[config.mk]
export PLATFORM = sky130hd
export DESIGN_NAME = jt12_interpol_mc
export DESIGN_NICKNAME = d
export VERILOG_FILES = /design/src/rtl/jt12_interpol_mc.sv
export SDC_FILE = /design/constraint.sdc
export NUM_CORES = 1
export LEC_CHECK = 0
export ABC_CLOCK_PERIOD_IN_PS = 6700
export CORE_UTILIZATION = 55
export CTS_CLUSTER_DIAMETER = 150
export DETAILED_ROUTE_END_ITERATION = 6
export PLACE_DENSITY = 0.79
export SYNTH_ARGS = -nofsm -noshare
export SYNTH_HDL_FRONTEND = slang
export SYNTH_SLANG_ARGS = --single-unit
[constraint.sdc]
create_clock -name clk -period 6.7 [get_ports clk]
set_input_delay 0.67 -clock clk [delete_from_list [all_inputs] [get_ports clk]]
set_output_delay 0.67 -clock clk [all_outputs]
set_load 0.05 [all_outputs]
[src/rtl/jt12_interpol_mc.sv]
// Multi-channel CIC interpolator for the JT12 mixer path.
// Comb on cen_in, injector/integrators/output on cen_out.
module jt12_interpol_mc #(
  parameter int CH    = 2,
  parameter int INW   = 16,
  parameter int CALCW = 24,
  parameter int N     = 2,
  parameter int M     = 1,
  parameter int RATEW = 3
) (
  input  logic              clk,
  input  logic              rst_n,
  input  logic              cen_in,
  input  logic              cen_out,
  input  logic [RATEW-1:0]  rate_m1,
  input  logic              hold,
  input  logic [3:0]        shift,
  input  logic              clr_sat,
  input  logic [CH*INW-1:0] snd_in,
  output logic [CH*INW-1:0] snd_out,
  output logic              out_valid,
  output logic [CH-1:0]     sat_flag
);

  typedef logic signed [CALCW-1:0] calc_t;
  typedef logic signed [INW-1:0]   samp_t;

  localparam samp_t OMAX = {1'b0, {(INW-1){1'b1}}};
  localparam samp_t OMIN = {1'b1, {(INW-1){1'b0}}};
  localparam calc_t VMAX = {{(CALCW-INW){1'b0}}, OMAX};
  localparam calc_t VMIN = {{(CALCW-INW){1'b1}}, OMIN};

  calc_t cdl_q   [CH][N][M];
  calc_t cdl_d   [CH][N][M];
  calc_t cmb_q   [CH][N];
  calc_t cmb_d   [CH][N];
  calc_t integ_q [CH][N];
  calc_t integ_d [CH][N];
  calc_t inj_q   [CH];
  calc_t inj_d   [CH];
  samp_t out_q   [CH];
  samp_t out_d   [CH];

  logic [CH-1:0]    sat_q, sat_d;
  logic             vld_q, vld_d;
  logic [RATEW-1:0] phase_q, phase_d;
  logic [RATEW-1:0] rate_q, rate_d;
  logic             fresh_q, fresh_d;

  // Next-state: comb, phase/rate, injector, integrators, saturating output
  always_comb begin
    calc_t            x;
    calc_t            v;
    logic [RATEW-1:0] rate_eff;
    x        = '0;
    v        = '0;
    cdl_d    = cdl_q;
    cmb_d    = cmb_q;
    integ_d  = integ_q;
    inj_d    = inj_q;
    out_d    = out_q;
    phase_d  = phase_q;
    rate_d   = rate_q;
    fresh_d  = fresh_q;
    vld_d    = cen_out;
    sat_d    = sat_q & ~{CH{clr_sat}};
    // Until the first cen_out, the live rate input stands in for rate_act
    rate_eff = fresh_q ? rate_m1 : rate_q;

    if (cen_in) begin
      for (int c = 0; c < CH; c++) begin
        x = {{(CALCW-INW){snd_in[c*INW+INW-1]}},
             snd_in[c*INW +: INW]};
        cmb_d[c][0] = x - cdl_q[c][0][M-1];
        cdl_d[c][0][0] = x;
        for (int j = 1; j < M; j++)
          cdl_d[c][0][j] = cdl_q[c][0][j-1];
        for (int k = 1; k < N; k++) begin
          x = cmb_q[c][k-1];
          cmb_d[c][k] = x - cdl_q[c][k][M-1];
          cdl_d[c][k][0] = x;
          for (int j = 1; j < M; j++)
            cdl_d[c][k][j] = cdl_q[c][k][j-1];
        end
      end
    end

    if (cen_out) begin
      fresh_d = 1'b0;
      if (phase_q == rate_eff) begin
        phase_d = '0;
        rate_d  = rate_m1;
      end else begin
        phase_d = phase_q + RATEW'(1);
        rate_d  = rate_eff;
      end
      for (int c = 0; c < CH; c++) begin
        if (hold || phase_q == '0)
          inj_d[c] = cmb_q[c][N-1];
        else
          inj_d[c] = '0;
        integ_d[c][0] = integ_q[c][0] + inj_q[c];
        for (int k = 1; k < N; k++)
          integ_d[c][k] = integ_q[c][k] + integ_q[c][k-1];
        v = integ_q[c][N-1] >>> shift;
        if (v > VMAX) begin
          out_d[c] = OMAX;
          sat_d[c] = 1'b1;
        end else if (v < VMIN) begin
          out_d[c] = OMIN;
          sat_d[c] = 1'b1;
        end else begin
          out_d[c] = v[INW-1:0];
        end
      end
    end
  end

  // State registers, all cleared by asynchronous reset
  always_ff @(posedge clk or negedge rst_n) begin
    if (!rst_n) begin
      cdl_q   <= '{default: '0};
      cmb_q   <= '{default: '0};
      integ_q <= '{default: '0};
      inj_q   <= '{default: '0};
      out_q   <= '{default: '0};
      sat_q   <= '0;
      vld_q   <= 1'b0;
      phase_q <= '0;
      rate_q  <= '0;
      fresh_q <= 1'b1;
    end else begin
      cdl_q   <= cdl_d;
      cmb_q   <= cmb_d;
      integ_q <= integ_d;
      inj_q   <= inj_d;
      out_q   <= out_d;
      sat_q   <= sat_d;
      vld_q   <= vld_d;
      phase_q <= phase_d;
      rate_q  <= rate_d;
      fresh_q <= fresh_d;
    end
  end

  genvar g;
  for (g = 0; g < CH; g++) begin : g_pack
    assign snd_out[g*INW +: INW] = out_q[g];
  end

  assign out_valid = vld_q;
  assign sat_flag  = sat_q;

endmodule

==> results of run 1 <==
sequential cells by signal, indices dropped and copies added (netlist names):
| name | flops |
|---|---|
| integ_q | 96 |
| cmb_q | 82 |
| cdl_q | 66 |
| inj_q | 48 |
| snd_out | 32 |
| phase_q | 3 |
| rate_q | 3 |
| sat_flag | 2 |
| fresh_q | 1 |
| out_valid | 1 |
cell families (layout without fill, tap and decap cells):
| family | after synthesis | after routing | share of synthesized area, % |
|---|---|---|---|
| DFF | 334 | 334 | 38.36 |
| muxes | 190 | 190 | 10.78 |
| adders and majority gates | 168 | 168 | 9.921 |
| and+or+nand+nor | 556 | 556 | 11.91 |
| xor gates and xnor gates | 105 | 105 | 4.220 |
| buffers and inverters | 225 | 282 | 4.128 |
| AOI/OAI and AO/OA | 676 | 676 | 20.68 |
synth_stat cells, types with 24 or more instances:
| library cell | count | area, um^2 |
|---|---|---|
| o211ai_1 | 27 | 202.7 |
| mux2i_1 | 48 | 480.5 |
| a21oi_1 | 124 | 620.6 |
| a21o_1 | 66 | 495.5 |
| nand2_1 | 204 | 765.7 |
| ha_1 | 160 | 2002 |
| clkbuf_1 | 68 | 255.2 |
| mux2_2 | 119 | 1340 |
| o31ai_1 | 28 | 210.2 |
| o21a_1 | 47 | 352.8 |
| nor2_1 | 141 | 529.3 |
| dfrtp_1 | 333 | 8333 |
| nand3_1 | 25 | 125.1 |
| inv_1 | 120 | 450.4 |
| a211oi_1 | 48 | 360.4 |
| o21ai_0 | 169 | 845.8 |
| nor2b_1 | 24 | 150.1 |
| nor3_1 | 39 | 195.2 |
| a22o_1 | 48 | 420.4 |
| xor2_1 | 26 | 227.7 |
| xnor2_1 | 79 | 691.9 |
worst max path at each step:
stage / startpoint / to / slack [ps] / depth (start not counted)
finish: shift[2] / snd_out[17] / 2480 / 7
global route: shift[2] / snd_out[20] / 2110 / 7
CTS: shift[2] / snd_out[27] / 2480 / 7
detailed placement: shift[2] / snd_out[27] / 1910 / 7
global placement: shift[2] / snd_out[20] / 1930 / 7
floorplan: shift[1] / snd_out[3] / 3760 / 11
final cells by class:
cell class | instances | share of cell area, %
clock buffer | 51 | 4.585
clock inverter | 19 | 0.9708
inverter | 123 | 1.911
multi-input combinational | 1695 | 51.76
sequential | 334 | 34.50
tap | 518 | 2.675
timing repair buffer | 89 | 3.599
power by group:
part,internal [mW],switching (mW)
combinational,3.26,3.69
sequential,2.83,0.727
clock,1.33,0.857
total,7.42,5.28
through the flow:
| stage | setup WS [ps] | power, mW | instance area, um^2 | std cells | hold slack, ps |
|---|---|---|---|---|---|
| after global routing | 2115 | 13.74 | 24230 | 2829 | 346.6 |
| final | 2478 | 12.70 | 24230 | 2829 | 256.9 |
| after CTS | 2475 | 12.71 | 24230 | 2829 | 279.9 |
| after global placement | 1925 | 10.11 | 22880 | 2759 | 463.3 |
| after floorplan | 3756 | 8.902 | 21790 | 2254 | 374.4 |
| after detailed placement | 1912 | 10.43 | 22880 | 2759 | 468.4 |
routing by layer:
metal,vias up,track usage [%],wire [um]
li1,8316,-,-
met2,374,39.42,21620
met5,-,0,0
met4,0,7.279,1087
met1,8106,32.16,21880
met3,90,2.906,1779
==> metrics.md, run 1 <==
| Metric | Value |
|---|---|
| Post-Syn Nets | about 2500 |
| Post-synth EDFFs | 0 |
| Max Freq | approximately 0.24 GHz |
| Cell count of the worst reg-to-reg path | 11 |
| DRT iter0 DRCs | around 1100 |
| Final wirelength | between 40000 and 50000 um |
| Clk buf depth | 3 |
| Filler cells | just over 3000 |
| Height of the die | a little over 200 um |
| Global-route wire length before repair | 81080 um |
| Initial antenna violation count | 0 |
| Area grow syn2layout | 11.18% |
| Critical path class | in -> reg |
| Seq. cell area | roughly 8400 um^2 |
| Post-synth ARST share | 100.0% |
| Final Setup Violations | 0 |
| Hold_buf cts | 0 |
| Crit path arrival time | approximately 4700 ps |
| Tmin final | about 4200 ps |
| Die extent in x | 201.1 um |
| RSZ-0062 raised after global routing | false |
| Relative slew margins | 17.30% |
| Core Rows | 72 |
| Largest net degree at the start of global routing | 145 |
| # DRC | 0 |
| Die area | around 40000 um^2 |
| Worst EP required | 7140 ps |
| Worst-path clk slew | roughly 60 ps |
| Top_reg_cell synth | dfrtp_1 |
| Status | complete, no violations |
| Sequential area share after synthesis | about two fifths |
| Initial Util | a little under three fifths |
| Overflow after GRT | 0 |
| Hold Crit Class | in -> async |
| CTS Sinks | about 330 |
| Drt wl/cell | 16.39 um |
| Core area | 38830 um^2 |
| Worst Setup Start Kind | input pin |
| Pleak | roughly 11 nW |
| H-tree Lvls | 2 |
| Syn. warnings | 0 |
| Global-route usage over all layers | 23.64% |
| Flops & latches, synth | roughly 330 |
| Root Buffer | clkbuf_16 |
| Vias in the first global route | approximately 17000 |
| Layout cells sized above 1 | about a tenth |
| CP max-delay cell | o41ai_2 |
| HPWL after DPL | around 33000 um |
| Final GP Congestion | between 0.8 and 0.9 |
| TritonCTS Buffers | 39 |
| Post-Syn Instances | 2254 |
| Crit. End Element | flop |
| PortBufs | 79 |
| Vias/cell | just under 6 |
| Clock Latency Late Sink | between 500 and 600 ps |
| Cell family with most CP delay | buffers and inverters |
| CTS tree | done |
| Reg2reg end | integ_q[92] |
| Most frequent cells in the layout | dfrtp_1, nand2_1, o21ai_0 |
| Worst Tran Pin Value | about 1200 ps |
| R2R Setup Slk | between 3000 and 4000 ps |
| Worst IR Drop VDD | about 220 uV |
| First-pass DRT Iterations | 5 |
| Worst path max stage delay | 1080 ps |
| Antenna diodes | 0 |
| Nets | about 2500 |
| CTS resizes | 0 |
| Slew Viols, Final | 0 |
| Cell Chain, Critical Path | clkdlybuf4s50_1 -> buf_4 -> clkinv_1 -> mux2_2 -> o41ai_2 -> a211oi_1 -> a21o_1 |
| Synth cell types | 76 |
| Total negative slack | 0 ps |
| Antenna-violating nets left | 0 |
| Post-Syn Area | between 20000 and 25000 um^2 |
| Max Cap Violations | 0 |
| Via Count | 16890 |
| Critical path fanouts, max | 47 |
| Final Core Density | between 60% and 70% |
| Worst Skew | ~15 ps |
| Area of the multi-input gates | about 13000 um^2 |
| Buf/Inv on CP | 3 |
| Final Hold Viols | 0 |
| Critical R2R Launch | integ_q[72] |
| Syn Area/Cell | approximately 9.7 um^2 |
| Commonest non-fill, non-tap cell in the layout | dfrtp_1 |
| Pwr Density | 523.9 nW/um^2 |
| Post-CTS Setup Repair Bufs | 0 |
| Final worst path period share | 63.02% |
| IO Count | 80 |
Power figures use the tool's default switching activity.
==> run 2, diff against run 1 <==
Settings changed: ABC_CLOCK_PERIOD_IN_PS 6700 to 3500, PLACE_DENSITY 0.79 to 0.82.
Clock period 6.7 ns to 3.5 ns, I/O delays scaled along.
==> metrics.md, run 2 (synthesis results as in run 1) <==
| Metric | Value |
|---|---|
| IO Count | 80 |
| PortBufs | 79 |
| Status | complete, no violations |
| Filler cells | roughly 3100 |
| Height of the die | between 200 and 250 um |
| Hold Crit Class | in -> reg |
| Final wirelength | 46820 um |
| Core area | 38830 um^2 |
| Die area | 40430 um^2 |
| Initial antenna violation count | 0 |
| DRT iter0 DRCs | about 1000 |
| Die extent in x | 201.1 um |
| RSZ-0062 raised after global routing | false |
| CTS resizes | 0 |
| Via Count | ~17000 |
| Relative slew margins | approximately 48% |
| Final worst path period share | roughly 90% |
| Total negative slack | 0 ps |
| Worst Skew | 17.76 ps |
| Cell count of the worst reg-to-reg path | 9 |
| Critical path class | reg -> reg |
| Internal power | between 10 and 15 mW |
| R2R Setup Slk | between 300 and 400 ps |
| Layout cells sized above 1 | 11.11% |
| Post-CTS Setup Repair Bufs | 0 |
| Worst path depth | 9 |
| Crit path to | integ_q[23] |
| Max Cap Violations | 0 |
| Slew Viols, Final | 0 |
| TritonCTS Buffers | 38 |
| Clk buf depth | 3 |
| Final Core Density | a little over three fifths |
| HPWL after DPL | roughly 33000 um |
| Setup crit start | integ_q[4] |
| Buf/Inv on CP | 0 |
| Clock power share | 16.8% |
| Max Freq | roughly 0.32 GHz |
| Global-route usage over all layers | 23.50% |
| Core Rows | 72 |
| Antenna diodes | 0 |
| Hold_buf cts | 1 |
| Worst path max stage delay | 720 ps |
| Root Buffer | clkbuf_16 |
| H-tree Lvls | 2 |
| Area grow syn2layout | 12.07% |
| CP max-delay cell | o41ai_1 |
| First-pass DRT Iterations | 5 |
| Worst IR Drop VDD | around 430 uV |
| CTS tree | done |
| Drt wl/cell | ~16 um |
| Worst-path clk slew | 60 ps |
| Area of the multi-input gates | ~13000 um^2 |
| Final Hold Viols | 0 |
| Switch Pwr | approximately 10 mW |
| Most frequent CP cell | o21ai_0 |
| CTS Sinks | approximately 330 |
| Nets | between 2000 and 3000 |
| Final GP Congestion | 0.9206 |
| Vias in the first global route | roughly 17000 |
| Largest register by flop count | integ_q |
| Clock Latency Late Sink | about 560 ps |
| Reg2reg end | integ_q[23] |
| Initial Util | a little under three fifths |
| Final Setup Violations | 0 |
| Vias/cell | about 6 |
| Worst Tran Pin Value | around 770 ps |
| Max reg flops | 96 |
| Largest net degree at the start of global routing | between 200 and 250 |
| Cell family with most CP delay | compound AO/OA/AOI/OAI gates |
| Crit. End Element | flop |
| Net Sw Frac | 41.39% |
| Most frequent cells in the layout | dfrtp_1, nand2_1, o21ai_0 |
| Gate power share | 55.3% |
| Overflow after GRT | 0 |
| Commonest non-fill, non-tap cell in the layout | dfrtp_1 |
| Largest registers | integ_q (96), cmb_q (82), cdl_q (66) |
| Critical path fanouts, max | 4 |
| Seq. cell area | 8359 um^2 |
| Critical R2R Launch | integ_q[4] |
| Antenna-violating nets left | 0 |
| Cell Chain, Critical Path | ha_1 -> o21ai_0 -> a211oi_1 -> a2111oi_1 -> o41ai_1 -> a31oi_1 -> o21ai_0 -> mux2_2 -> xnor2_1 |
| Worst EP required | approximately 3900 ps |
| Pleak | 10.96 nW |
| Global-route wire length before repair | about 80000 um |
| Crit path arrival time | between 3000 and 4000 ps |
| Tmin final | about 3200 ps |
| Pwr Density | ~1000 nW/um^2 |
| Share of power burned in registers | 27.9% |
| Worst Setup Start Kind | flop |
| # DRC | 0 |
run 2: metal layers:
| metal | track usage [%] | vias up | wire (um) |
|---|---|---|---|
| met5 | 0 | - | 0 |
| met4 | 7.116 | 0 | 975 |
| met3 | 2.468 | 73 | 1597 |
| met2 | 39.55 | 362 | 22110 |
| met1 | 32.00 | 8219 | 22140 |
| li1 | - | 8362 | - |
run 2: stage by stage:
stage                     instance area, um^2  cells  total power, mW  worst slack [ps]  hold WS (ps)
after floorplan                         21790   2254            17.04             794.9         54.41
after global placement                  23120   2782            19.40             360.8         423.8
after detailed placement                23120   2782            20.05             251.6         429.1
after CTS                               24420   2849            24.33             415.3         264.0
after global routing                    24420   2849            26.21             166.1         288.6
final                                   24420   2849            24.33             337.7         284.1
run 2: final cells by class:
type,instances,share of cell area [%]
multi-input cells,1695,51.35
well taps,518,2.654
flip-flops and latches,334,34.22
clock inverters,10,0.7223
clock buffers,56,4.580
repair buffers,113,4.575
inverters,123,1.895
run 2: how the worst min path moves through the flow:
stage | start | endpoint | slack, ps | cells past startpoint
6_report | cen_in | cmb_q[84] | 280 | 4
3_3_place_gp | rst_n | snd_out[18] | 420 | 1
2_1_floorplan | rst_n | cdl_q[0] | 50 | 0
4_1_cts | cen_in | cmb_q[84] | 260 | 4
3_5_place_dp | rst_n | snd_out[16] | 430 | 1
5_1_grt | cen_out | snd_out[11] | 290 | 3
run 2: power groups by stage:
stage          Combinational, mW  Sequential (mW)  Clock (mW)
5_1_grt                     14.9             7.01        4.32
3_5_place_dp                13.2             6.85           0
3_3_place_gp                12.6             6.75           0
6_report                    13.5             6.80        4.08
4_1_cts                     13.4             6.79        4.18
2_1_floorplan               10.2             6.87           0
run 2: worst register-to-register path, cell delays in order, from the launching register on:
cell	delay, ps
dfrtp_1	430
ha_1	350
o21ai_0	110
a211oi_1	300
a2111oi_1	170
o41ai_1	720
a31oi_1	250
o21ai_0	230
mux2_2	370
xnor2_1	120
